[src/rtl/module_transmisor_hamming.sv]
// SECDED Hamming(8,4) transmitter: encodes a 4-bit word and sends it 8N1 over a UART-style line.
// Optional ERROR_INJECT_EN adds inject_mask, XORed into the captured code word.
module module_transmisor_hamming #(
  parameter int CLKS_PER_BIT = 2700
) (
  input  logic       clk,
  input  logic       rst,
  input  logic [3:0] data_in,
  input  logic       data_valid,
  output logic       ready,
  output logic       busy,
  output logic       done,
  output logic       tx,
  output logic [7:0] codeword
`ifdef ERROR_INJECT_EN
  ,
  input  logic [7:0] inject_mask
`endif
);

  localparam int BAUD_W = (CLKS_PER_BIT > 1) ? $clog2(CLKS_PER_BIT) : 1;
  localparam logic [BAUD_W-1:0] BAUD_LAST = BAUD_W'(CLKS_PER_BIT - 1);
  localparam logic [BAUD_W-1:0] BAUD_PRE  = BAUD_W'(CLKS_PER_BIT - 2);

  typedef enum logic [1:0] {
    S_IDLE,
    S_START,
    S_DATA,
    S_STOP
  } state_e;

  // Index of the result is the Hamming position; bit 0 carries overall even parity.
  function automatic logic [7:0] hamming_enc(input logic [3:0] d);
    logic [7:0] cw;
    cw[3] = d[0];
    cw[5] = d[1];
    cw[6] = d[2];
    cw[7] = d[3];
    cw[1] = d[0] ^ d[1] ^ d[3];
    cw[2] = d[0] ^ d[2] ^ d[3];
    cw[4] = d[1] ^ d[2] ^ d[3];
    cw[0] = ^cw[7:1];
    return cw;
  endfunction

  state_e            state_q;
  logic [BAUD_W-1:0] baud_q;
  logic [2:0]        bit_q;
  logic [7:0]        shift_q;
  logic [7:0]        codeword_q;
  logic [7:0]        codeword_d;
  logic              tx_q;
  logic              ready_q;
  logic              busy_q;
  logic              done_q;
  logic              baud_last;

`ifdef ERROR_INJECT_EN
  assign codeword_d = hamming_enc(data_in) ^ inject_mask;
`else
  assign codeword_d = hamming_enc(data_in);
`endif

  assign baud_last = (baud_q == BAUD_LAST);

  // NOTE: every register below uses <= so all updates see the pre-edge values of their peers.
  always_ff @(posedge clk) begin
    if (rst) begin
      state_q    <= S_IDLE;
      baud_q     <= '0;
      bit_q      <= '0;
      shift_q    <= '0;
      codeword_q <= '0;
      tx_q       <= 1'b1;
      ready_q    <= 1'b1;
      busy_q     <= 1'b0;
      done_q     <= 1'b0;
    end else begin
      case (state_q)
        S_IDLE: begin
          tx_q   <= 1'b1;
          done_q <= 1'b0;
          if (data_valid && ready_q) begin
            codeword_q <= codeword_d;
            shift_q    <= codeword_d;
            baud_q     <= '0;
            bit_q      <= '0;
            ready_q    <= 1'b0;
            busy_q     <= 1'b1;
            state_q    <= S_START;
          end
        end
        S_START: begin
          tx_q <= 1'b0;
          if (baud_last) begin
            baud_q  <= '0;
            bit_q   <= '0;
            state_q <= S_DATA;
          end else begin
            baud_q <= baud_q + BAUD_W'(1);
          end
        end
        S_DATA: begin
          tx_q <= shift_q[0];
          if (baud_last) begin
            baud_q  <= '0;
            shift_q <= shift_q >> 1;
            if (bit_q == 3'd7) begin
              state_q <= S_STOP;
            end else begin
              bit_q <= bit_q + 3'd1;
            end
          end else begin
            baud_q <= baud_q + BAUD_W'(1);
          end
        end
        S_STOP: begin
          tx_q <= 1'b1;
          // Raised one cycle early so the registered pulse lands on the final STOP cycle.
          done_q <= (baud_q == BAUD_PRE);
          if (baud_last) begin
            baud_q  <= '0;
            busy_q  <= 1'b0;
            ready_q <= 1'b1;
            done_q  <= 1'b0;
            state_q <= S_IDLE;
          end else begin
            baud_q <= baud_q + BAUD_W'(1);
          end
        end
        default: begin
          state_q <= S_IDLE;
          tx_q    <= 1'b1;
          ready_q <= 1'b1;
          busy_q  <= 1'b0;
          done_q  <= 1'b0;
        end
      endcase
    end
  end

  assign ready    = ready_q;
  assign busy     = busy_q;
  assign done     = done_q;
  assign tx       = tx_q;
  assign codeword = codeword_q;

endmodule
[config.mk]
export PLATFORM = sky130hd
export DESIGN_NAME = module_transmisor_hamming
export DESIGN_NICKNAME = d
export VERILOG_FILES = /design/src/rtl/module_transmisor_hamming.sv
export SDC_FILE = /design/constraint.sdc
export NUM_CORES = 1
export LEC_CHECK = 0
export ABC_CLOCK_PERIOD_IN_PS = 1790
export CAP_MARGIN = 30
export CORE_MARGIN = 1.5
export CORE_UTILIZATION = 51
export DETAILED_ROUTE_END_ITERATION = 6
export PLACE_DENSITY = 0.75
export SYNTH_ARGS = -nofsm -noshare
export SYNTH_HDL_FRONTEND = slang
export SYNTH_SLANG_ARGS = --single-unit
export TNS_END_PERCENT = 1
[constraint.sdc]
create_clock -name clk -period 1.79 [get_ports clk]
set_input_delay 0.4475 -clock clk [delete_from_list [all_inputs] [get_ports clk]]
set_output_delay 0.4475 -clock clk [all_outputs]
set_load 0.05 [all_outputs]
==> impl_metrics.toml <==
[outcome]
status = "finished, final reports clean"

[yosys]
synth_top_area_cell = "dfxtp_1"
syn_area_um2 = 1919
synthCells = 226
yosysTopAreaCellShare_pct = 38.59
yosys-top-cells-count = "dfxtp_1 (37), nand2_1 (33), nor2_1 (18), a21oi_1 (13), nand3_1 (11)"
yosysMostFrequentCell = "dfxtp_1"
yosys_warnings = 0
ys_seq_area_share_pct = 38.59
synthArstFlopShare_pct = 0
synth_area_leaders = "dfxtp_1 (39%), nand2_1 (6.5%), ha_1 (5.9%)"
avgSynthCellArea_um2 = 8.493
yosys_most_used_dff = "dfxtp_1"
synth_edf_count = 0
synth_seq_cells = 37
syn_nets = 242
synth_cell_type_count = 47

[sta]
worst_slack_ps = 62.07
worstMarginPinSlew_ps = 582.5
skew_ps = 4.894
rsz0062_at_grt = "yes"
clock.fmax_mhz = 578.7
relSlewSlack_pct = 60.89
hold_violations = 0
whs_ps = 454.5
fin_crit_sh_pct = 96.53
fin_crit_ps = 1728
slew_viol_final = 0
fin_setup_tns_ps = 0
setup_viol = 0

[route]
antenna_left = 0
drc = 0
wl_um = 4222
drtIter0Drc = 118
post_drt_wl_per_cell_um = 13.40
drt_pass1_iterations = 4
vias = 1743
vias_per_cell = 5.533

[global_routing]
grt_first_pass_wirelength_um = 6969
antenna_found_initial = 0
grt_max_degree = 15
grt-ovfl-total = 0
grt_use_total_pct = 21.87
grt_pass1_vias = 1521

[die]
die_y_um = 64.35
fp-row-count = 22
initial_core_util_pct = 52.82
core_um2 = 3633
die_x_um = 64.35
die_area_um2 = 4140
io_pins = 19

[worst_setup_path]
path_class = "flip-flop to flip-flop"
rrSetupSlack_ps = 60
path_cells = "nor4b_4 > nand4_4 > or4_1 > a31oi_1"
endpoint_kind = "flip-flop"
startpoint_type = "flip-flop"
crit_path_top_delay_cell = "or4_1"
worstPathArrival_ps = 1940
crit_fanout = 6
max_stage_delay_ps = 510
cp-endpoint = "bit_q[0]$_SDFFE_PP0P_"
reg2reg_depth = 4
r2r_end = "bit_q[0]$_SDFFE_PP0P_"
startpoint = "baud_q[5]$_SDFFE_PP0P_"
cp.required_ps = 2010
r2r-start = "baud_q[5]$_SDFFE_PP0P_"

[pwr]
p_int_mw = 2.133
p_sw_mw = 1.468
switching_share_pct = 40.77
combPwrFrac_pct = 52.5
irDropWorstVdd_mv = 0.8819
pwr-share-clk_pct = 16.3
p_leak_nw = 0.9623
power_mw = 3.600
powerDensity_nw_per_um2 = 1503
pwr-share-seq_pct = 31.2

[placed_design]
place.gp.congestion = 0.8236
io_buffers = 18
dp_slack_ps = -231.9
hpwlAfterDp_um = 3092
place_area_um2 = 2297
place_inst = 308

[cts]
cts_max_path_buffers = 2
cts_buffers = 5
clock_sinks = 37
h-tree-depth = 2
worstSkewPairLatency_ps = 290
cts_tree = "built"
cts_root_buffer = "clkbuf_8"
clk_pin_slew_ps = 70

[finish]
fillerInstances = 335
final_util_pct = 65.91
fin_nets = 283
design_area_um2 = 2395
finalNonFillerCells = 315
multiInputGateArea_um2 = 1105
drive_gt1_share_pct = 23.60
n_antenna_cell = 0
seq_area_um2 = 742.0
syn_to_final_growth_pct = 24.77

[job]
maxCapViolCount = 0

[hold_path]
min_from = "codeword[7]$_SDFFE_PP0P_"
worstHoldPathType = "flip-flop to flip-flop"
registers in the layout, summed over array words and instances, names as in the netlist:
register,flops
tx,1
busy,1
shift_q,8
baud_q,12
done,1
state_q,2
bit_q,3
ready,1
codeword,8
how the worst min path moves through the flow:
stage	endpoint	slack [ps]	depth (start not counted)
2_1_floorplan	shift_q[0]$_SDFFE_PP0P_	430	2
3_3_place_gp	codeword[5]$_SDFFE_PP0P_	440	2
3_5_place_dp	codeword[0]$_SDFFE_PP0P_	450	2
4_1_cts	codeword[0]$_SDFFE_PP0P_	460	2
5_1_grt	shift_q[0]$_SDFFE_PP0P_	480	2
6_report	codeword[7]$_SDFFE_PP0P_	450	2
cells in the final DEF, fill, tap and decap left out, types with 8 or more instances in the layout:
cell type,instances
a21oi_1,13
buf_4,43
dfxtp_1,36
ha_1,8
nand2_1,33
nand3_1,11
nand4_1,9
nor2_1,18
xor2_1,8
layer usage:
layer | track usage [%] | part of all wire [%]
met1 | 30.91 | 48
met2 | 32.55 | 45
met3 | 4.930 | 5.5
met4 | 7.979 | 1.4
met5 | 0 | 0
what timing repair did:
item | 4_1_cts | 5_1_grt
resized for setup | 1 | 3
setup buffers | 0 | 0
hold buffers | 0 | 0
pin swaps | 0 | 2
endpoints found under the setup margin | 7 | 5
power by group through the flow:
stage | Sequential, mW | Combinational [mW] | Clock [mW]
global route | 1.14 | 2.07 | 0.632
finish | 1.12 | 1.89 | 0.586
global placement | 1.13 | 1.81 | 0
floorplan | 1.38 | 0.927 | 0
CTS | 1.12 | 1.86 | 0.597
detailed placement | 1.14 | 1.85 | 0
cells by family (layout without fill, tap and decap cells):
kind of cell,after synthesis,in the layout,share of synthesized area [%]
adders and majority gates,9,9,5.867
muxes,5,5,2.608
buffers and inverters,20,61,4.432
DFF,37,37,38.59
xor gates and xnor gates,14,14,6.389
AOI/OAI and AO/OA,46,46,15.71
and+or+nand+nor,95,95,26.40
worst max-delay path, delay by kind of cell (launching register included):
| family | cells | cell delay (ps) |
|---|---|---|
| simple gates | 3 | 1140 |
| flops | 1 | 360 |
| compound gates | 1 | 160 |
area by class of cell:
cell class / count / share of cell area [%]
clock buffers: 7 / 3.605
flip-flops and latches: 37 / 30.98
well taps: 48 / 2.508
multi-input cells: 169 / 46.13
inverters: 5 / 0.7837
repair buffers: 49 / 15.99
Power figures use the tool's default switching activity.
